### config.mk
export PLATFORM = sky130hd
export DESIGN_NAME = block_lock_ctrl
export DESIGN_NICKNAME = d
export VERILOG_FILES = /design/src/rtl/block_lock_ctrl.sv
export SDC_FILE = /design/constraint.sdc
export NUM_CORES = 1
export LEC_CHECK = 0
export CELL_PAD_IN_SITES_DETAIL_PLACEMENT = 1
export CELL_PAD_IN_SITES_GLOBAL_PLACEMENT = 2
export CORE_ASPECT_RATIO = 0.6
export CORE_UTILIZATION = 36
export DETAILED_ROUTE_END_ITERATION = 6
export GPL_TIMING_DRIVEN = 1
export PLACE_DENSITY_LB_ADDON = 0.08
export SYNTH_ARGS = -nofsm -noshare
export SYNTH_HDL_FRONTEND = slang
export SYNTH_SLANG_ARGS = --single-unit
export TNS_END_PERCENT = 10
### constraint.sdc
create_clock -name clk_i -period 6.5 [get_ports clk_i]
set_input_delay 0.65 -clock clk_i [delete_from_list [all_inputs] [get_ports clk_i]]
set_output_delay 0.65 -clock clk_i [all_outputs]
set_load 0.01 [all_outputs]
### src/rtl/block_lock_ctrl.sv
// 66b block-lock sequencer for one Rx lane: commits seeker candidates, qualifies them
// over consecutive valid headers, monitors errors while locked and restarts the seeker.
module block_lock_ctrl #(
  parameter int unsigned OFFSET_W   = 7,
  parameter int unsigned LOCK_CNT   = 32,
  parameter int unsigned ERR_WINDOW = 64,
  parameter int unsigned ERR_MAX    = 16,
  parameter int unsigned SETTLE_CYC = 16
) (
  input  logic                clk_i,
  input  logic                rst_ni,
  input  logic                en_i,
  input  logic [OFFSET_W-1:0] cand_offset_i,
  input  logic                cand_dv_i,
  input  logic [1:0]          hdr_i,
  input  logic                hdr_dv_i,
  input  logic                force_resync_i,
  output logic [OFFSET_W-1:0] offset_o,
  output logic                offset_dv_o,
  output logic                seeker_rst_o,
  output logic                locked_o,
  output logic [2:0]          state_o,
  output logic [7:0]          relock_cnt_o
);

  localparam int unsigned GW = $clog2(LOCK_CNT + 1);
  localparam int unsigned WW = $clog2(ERR_WINDOW + 1);
  localparam int unsigned EW = $clog2(ERR_MAX + 1);
  localparam int unsigned SW = $clog2(SETTLE_CYC + 1);

  localparam logic [GW-1:0]       GOOD_LAST   = GW'(LOCK_CNT - 1);
  localparam logic [WW-1:0]       WIN_FULL    = WW'(ERR_WINDOW);
  localparam logic [EW-1:0]       ERR_LIMIT   = EW'(ERR_MAX);
  localparam logic [SW-1:0]       SETTLE_LAST = SW'(SETTLE_CYC - 1);
  localparam logic [OFFSET_W-1:0] MAX_OFFSET  = OFFSET_W'(65);

  typedef enum logic [2:0] {
    ST_IDLE   = 3'd0,
    ST_SETTLE = 3'd1,
    ST_SEARCH = 3'd2,
    ST_VERIFY = 3'd3,
    ST_LOCKED = 3'd4
  } state_e;

  state_e              state_q, state_d;
  logic [OFFSET_W-1:0] offset_q, offset_d;
  logic                offset_dv_q, offset_dv_d;
  logic                seeker_rst_q, seeker_rst_d;
  logic                locked_q, locked_d;
  logic [7:0]          relock_q, relock_d;
  logic [SW-1:0]       settle_cnt_q, settle_cnt_d;
  logic [GW-1:0]       good_cnt_q, good_cnt_d;
  logic [WW-1:0]       win_cnt_q, win_cnt_d;
  logic [EW-1:0]       err_cnt_q, err_cnt_d;

  logic          hdr_ok;
  logic          restart;
  logic          bump_relock;
  logic [WW-1:0] win_nxt;
  logic [EW-1:0] err_nxt;

  assign hdr_ok = (hdr_i == 2'b01) || (hdr_i == 2'b10);

  always_comb begin
    state_d      = state_q;
    offset_d     = offset_q;
    offset_dv_d  = offset_dv_q;
    seeker_rst_d = 1'b0;
    locked_d     = locked_q;
    relock_d     = relock_q;
    settle_cnt_d = settle_cnt_q;
    good_cnt_d   = good_cnt_q;
    win_cnt_d    = win_cnt_q;
    err_cnt_d    = err_cnt_q;
    restart      = 1'b0;
    bump_relock  = 1'b0;
    win_nxt      = win_cnt_q + WW'(1);
    err_nxt      = err_cnt_q + (hdr_ok ? '0 : EW'(1));

    if (!en_i) begin
      state_d      = ST_IDLE;
      offset_dv_d  = 1'b0;
      locked_d     = 1'b0;
      settle_cnt_d = '0;
      good_cnt_d   = '0;
      win_cnt_d    = '0;
      err_cnt_d    = '0;
    end else begin
      unique case (state_q)
        // Only way to sit in IDLE with en_i high is an enable rising edge.
        ST_IDLE: restart = 1'b1;
        ST_SETTLE: begin
          if (settle_cnt_q == SETTLE_LAST) begin
            state_d      = ST_SEARCH;
            settle_cnt_d = '0;
          end else begin
            settle_cnt_d = settle_cnt_q + SW'(1);
          end
        end
        ST_SEARCH: begin
          if (force_resync_i) begin
            restart = 1'b1;
          end else if (cand_dv_i && (cand_offset_i <= MAX_OFFSET)) begin
            offset_d    = cand_offset_i;
            offset_dv_d = 1'b1;
            good_cnt_d  = '0;
            state_d     = ST_VERIFY;
          end
        end
        ST_VERIFY: begin
          if (force_resync_i) begin
            restart = 1'b1;
          end else if (hdr_dv_i) begin
            if (!hdr_ok) begin
              restart = 1'b1;
            end else if (good_cnt_q == GOOD_LAST) begin
              state_d    = ST_LOCKED;
              locked_d   = 1'b1;
              good_cnt_d = '0;
              win_cnt_d  = '0;
              err_cnt_d  = '0;
            end else begin
              good_cnt_d = good_cnt_q + GW'(1);
            end
          end
        end
        ST_LOCKED: begin
          if (force_resync_i) begin
            restart     = 1'b1;
            bump_relock = 1'b1;
          end else if (hdr_dv_i) begin
            // Error limit checked before the window wrap so a last-header error still counts.
            if (err_nxt == ERR_LIMIT) begin
              restart     = 1'b1;
              bump_relock = 1'b1;
            end else if (win_nxt == WIN_FULL) begin
              win_cnt_d = '0;
              err_cnt_d = '0;
            end else begin
              win_cnt_d = win_nxt;
              err_cnt_d = err_nxt;
            end
          end
        end
        default: state_d = ST_IDLE;
      endcase
    end

    if (restart) begin
      state_d      = ST_SETTLE;
      seeker_rst_d = 1'b1;
      offset_dv_d  = 1'b0;
      locked_d     = 1'b0;
      settle_cnt_d = '0;
      good_cnt_d   = '0;
      win_cnt_d    = '0;
      err_cnt_d    = '0;
    end
    if (bump_relock && (relock_q != 8'hFF)) begin
      relock_d = relock_q + 8'd1;
    end
  end

  always_ff @(posedge clk_i or negedge rst_ni) begin
    if (!rst_ni) begin
      state_q      <= ST_IDLE;
      offset_q     <= '0;
      offset_dv_q  <= 1'b0;
      seeker_rst_q <= 1'b0;
      locked_q     <= 1'b0;
      relock_q     <= '0;
      settle_cnt_q <= '0;
      good_cnt_q   <= '0;
      win_cnt_q    <= '0;
      err_cnt_q    <= '0;
    end else begin
      state_q      <= state_d;
      offset_q     <= offset_d;
      offset_dv_q  <= offset_dv_d;
      seeker_rst_q <= seeker_rst_d;
      locked_q     <= locked_d;
      relock_q     <= relock_d;
      settle_cnt_q <= settle_cnt_d;
      good_cnt_q   <= good_cnt_d;
      win_cnt_q    <= win_cnt_d;
      err_cnt_q    <= err_cnt_d;
    end
  end

  assign offset_o     = offset_q;
  assign offset_dv_o  = offset_dv_q;
  assign seeker_rst_o = seeker_rst_q;
  assign locked_o     = locked_q;
  assign state_o      = state_q;
  assign relock_cnt_o = relock_q;

endmodule

== Yosys cells after proc, flatten, opt, wreduce, memory -nomap -nowiden ==
Index checks and enable logic that the tools add are counted.

* Register bits after elaboration: 44
* Bits in latches: 0
* RAM bits: 0
* Memory bits (read-only): 0
* Logic and storage cells: 130
* Memories kept: 0

* $add $sub $neg: 5
* $mul: 0
* Divide/modulo/power cells: 0
* Order comparisons: 1
* Eq/ne operators: 32
* Shifts and indexed selects: 0
* Multiplexer cells: 70
* Bitwise gates (word level): 1
* Reductions and logical operators: 11

{| class="wikitable"
|+ Operators by type and width
! operator !! number
|-
| $mux W5 || 14
|-
| $mux W7 || 10
|-
| $mux W6 || 8
|-
| $ne A4 B4 Y1 const B || 10
|-
| $mux W3 || 9
|-
| $mux W1 || 24
|-
| $ne A3 B1 Y1 const B || 7
|-
| $reduce_and A8 Y1 || 2
|-
| $pmux W7 S2 || 1
|-
| $pmux W3 S4 || 1
|-
| $pmux W6 S2 || 1
|-
| $pmux W5 S2 || 1
|-
| $add A8 B1 Y8 const B || 1
|-
| $ne A4 B1 Y1 const B || 2
|-
| $ne A8 B8 Y1 const B || 1
|-
| $add A7 B1 Y7 const B || 1
|-
| $eq A7 B7 Y1 const B || 1
|-
| $le A7 B7 Y1 const B || 1
|-
| $add A6 B1 Y6 const B || 1
|-
| $eq A3 B2 Y1 const B || 2
|-
| $eq A6 B5 Y1 const B || 1
|-
| $ne A3 B2 Y1 const B || 2
|-
| $reduce_and A6 Y1 || 1
|-
| $add A5 B1 Y5 || 1
|-
| 16 further kinds || 17
|}

== Depth between registers and ports, before layout ==
* Word-level depth: 12
* Depth in mapped cells: 11

== Worst setup path after synthesis ==
Ideal clock, no wire load.

* Path kind: in2reg
* Start: input port hdr_i[1]
* End: register offset_q[0] (netlist: offset_o[0])
* Library setup time: 0.125 ns
* Arrival: 3.252 ns
* Slack: 3.123 ns
* Stages on the path: 11
* Path through: xnor2_1 ha_1 ha_1 xnor2_1 o22ai_1 and3_1 or2_1 buf_6 or4_4 buf_6 mux2_4

{| class="wikitable"
|+ RTL lines
! what !! line !! source
|-
| start: declaration || 15 || <nowiki>input logic [1:0] hdr_i,</nowiki>
|-
| end signal: assignment || 178 || <nowiki>offset_q <= offset_d;</nowiki>
|-
| end: declaration || 46 || <nowiki>logic [OFFSET_W-1:0] offset_q, offset_d;</nowiki>
|}

==> metrics.txt <==
Max Cap Viol 0; Post-CTS Setup Repair Bufs 0; total routing usage reported by global routing 20.73%; Sum Neg Setup Slack 0 ns; CP Class in2reg; Resized cells post-CTS 0; DRC 0; final max-slew violation count 0; Port Buffer Count 35; Longest Clk Path Bufs 2; TritonRoute pass-1 iters 4; commonest cells after routing, fill and taps aside dfrtp_1 (44), clkdlybuf4s50_1 (34), nand2_1 (27), nor2_1 (24), o21ai_0 (13); Die H 65.46 µm; worst-margin pin slew 1.020 ns; Synth top area share 45.57%; Initial Util 38.33%; Setup crit end kind flip-flop; worst skew pair latency 0.31 ns; commonest non-fill, non-tap cell in the layout dfrtp_1; proportion of layout cells with a drive suffix above 1 7.343%; status finished, final reports clean; Worst path max stage delay 0.66 ns; register area 1101 µm²; clock skew 0.01090 ns; WP depth 10; 1st-iter DRT viols 88; Post-Syn Area per Cell 9.703 µm²; Final min period 3.839 ns; clock root buffer clkbuf_8; CTS Buf Count 5; area growth from synthesis to layout 21.34%; crit path launch type input pin; post-DR vias/cell 5.462; Pwr Density 199.2 nW/µm²; initial antenna violation count 0; total number of vias 2021; Slew headroom 31.83%; clock slew at reported path FFs 0.08 ns; area of the multi-input gates 1242 µm²; DRT Wirelength 6431 µm; cell taking the most area after synthesis dfrtp_1; Reg2Reg Depth 8; overflow left after global routing 0; post-cts hold buffer count 0; pin count of the biggest net entering global routing 45; Syn Inst Count 249; busiest layer in global routing met1; FILL cells 739; Cell Area, Synth 2416 µm²; ANT nets after route 0; slowest CP cell or4_4; Routed wire per std cell 17.38 µm; Crit path required time 6.69 ns; cell count of the worst hold path 1; first-pass GRT wire length 11030 µm; Main synth FF type dfrtp_1; number of antenna diodes 0; Crit Path Max Fanout 8; Pleak 0.001270 µW; crit path DAT 4.03 ns; chip width 107.8 µm; fin nets 307; Die ar. 7053 µm²; Post-synth EDFFs 0; clock sinks 44; final setup margin 2.661 ns; final setup fails 0; syn nets 270; Hold WC Path Type reg2reg; sequential element share of the synthesized area 45.57%; VDD IR-drop max 0.1190 mV; post-synth cell types 50; RePlAce Congestion 0.7446; final hold violation count 0; critical-path cell list clkdlybuf4s50_1 -> xnor2_1 -> ha_1 -> ha_1 -> xnor2_1 -> o22ai_1 -> and3_1 -> or2_1 -> or4_4 -> mux2_4; met3 Use GR 4.960%; vias in the first global route 2093; Critical Path Start hdr_i[1]; CP Buf/Inv Count 1; H-tree levels 2; Final period util 59.06%; Placement Setup Slack 2.304 ns; met2 Use GR 29.17%; met1 Usage GRT 31.59%; TritonCTS clock tree done; async set-reset flop share out of synthesis 100.0%; family with the most delay on the worst path simple AND/OR/NAND/NOR gates; fmax 0.2605 GHz; hold_sp relock_cnt_o[7]; r2r startpoint err_cnt_q[0]; Synth Register Bits 44; Top Ports 36; top cells by area, synth dfrtp_1 (46%), mux2_4 (4.4%), nand2_1 (4.2%); row count 22; Synth Warn # 0; unrepaired setup endpoints after global routing no; dpl hpwl 4743 µm; Core ar. 6304 µm²
per-stage QoR:
stage,area [µm²],total power (µW),utilization (%),hold WS [ns],instances
6_report,2932,584.1,46.51,0.5042,370
5_1_grt,2932,610.6,46.51,0.5198,370
4_1_cts,2932,589.1,46.51,0.5110,370
3_5_place_dp,2835,396.3,44.98,0.4908,363
3_3_place_gp,2835,396.3,44.98,0.4931,363
2_1_floorplan,2416,348.1,-,0.3544,249
layout make-up:
type / instances / area share (%)
clock buffers: 7 / 3.286
inverters: 9 / 1.152
multi-input cells: 190 / 42.38
flip-flops and latches: 44 / 37.56
well taps: 84 / 3.585
repair buffers: 36 / 12.04
flip-flops by register name, indices dropped and copies added (netlist names):
| name | flops |
|---|---|
| offset_o | 7 |
| locked_o | 1 |
| relock_cnt_o | 8 |
| good_cnt_q | 6 |
| state_o | 3 |
| seeker_rst_o | 1 |
| win_cnt_q | 7 |
| settle_cnt_q | 5 |
| offset_dv_o | 1 |
| err_cnt_q | 5 |
worst reg2reg max path: stages (launching register included):
cell and delay, ns:
dfrtp_1 0.39, ha_1 0.25, ha_1 0.28, xnor2_1 0.23, o22ai_1 0.15, and3_1 0.22, or2_1 0.37, or4_4 0.66
mux2_4 0.33
Yosys cell counts, types with 2 or more instances:
cell type   n
a22o_1      3
nor2b_1     6
o41ai_1     2
nand2b_1    7
nand2_1    27
a31oi_1     5
and3_1      5
xnor2_1     5
o22ai_1     3
a32o_1      2
nor4_1      5
dfrtp_1    44
inv_1       9
xor2_1      6
ha_1        6
nor3b_1     2
o21ai_0    13
a41oi_1     2
nand4_1     8
buf_6       2
mux2_2      2
a211o_1     2
mux2i_1     3
nand3_1    12
mux2_4      7
clkbuf_1    3
nor3_1      5
nor2_1     24
or4_1       2
a21oi_1     7
cell families (layout without fill, tap and decap cells):
kind of cell / Yosys count / in the layout / synth area share [%]
buffers and inverters: 15 / 52 / 3.003
AND/OR/NAND/NOR: 109 / 109 / 22.68
flip-flops: 44 / 44 / 45.57
multiplexers: 12 / 12 / 6.525
XOR/XNOR: 11 / 11 / 3.987
AO/OA/AOI/OAI: 52 / 52 / 15.12
adder cells (fa/ha/maj): 6 / 6 / 3.107
where the power goes:
group | switching, µW | internal (µW) | total (µW)
combinational | 54.3 | 42.8 | 97.0
sequential | 10.7 | 282 | 293
clock | 99.2 | 94.9 | 194
total | 164 | 420 | 584
metal layers:
layer | wire (µm) | share of wire (%)
met1 | 3526 | 55
met2 | 2666 | 41
met3 | 180 | 2.8
met4 | 57 | 0.89
met5 | 0 | 0
path summary, 6_finish.rpt:
kind / to / slack [ns]
max: offset_o[0] / 2.66
min: relock_cnt_o[7] / 0.50
max reg2reg: offset_o[0] / 3.52
min reg2reg: relock_cnt_o[7] / 0.50
max in group asynchronous: win_cnt_q[4] / 5.36
min in group asynchronous: good_cnt_q[0] / 0.51
No activity file was read; power rests on OpenSTA's default activity.
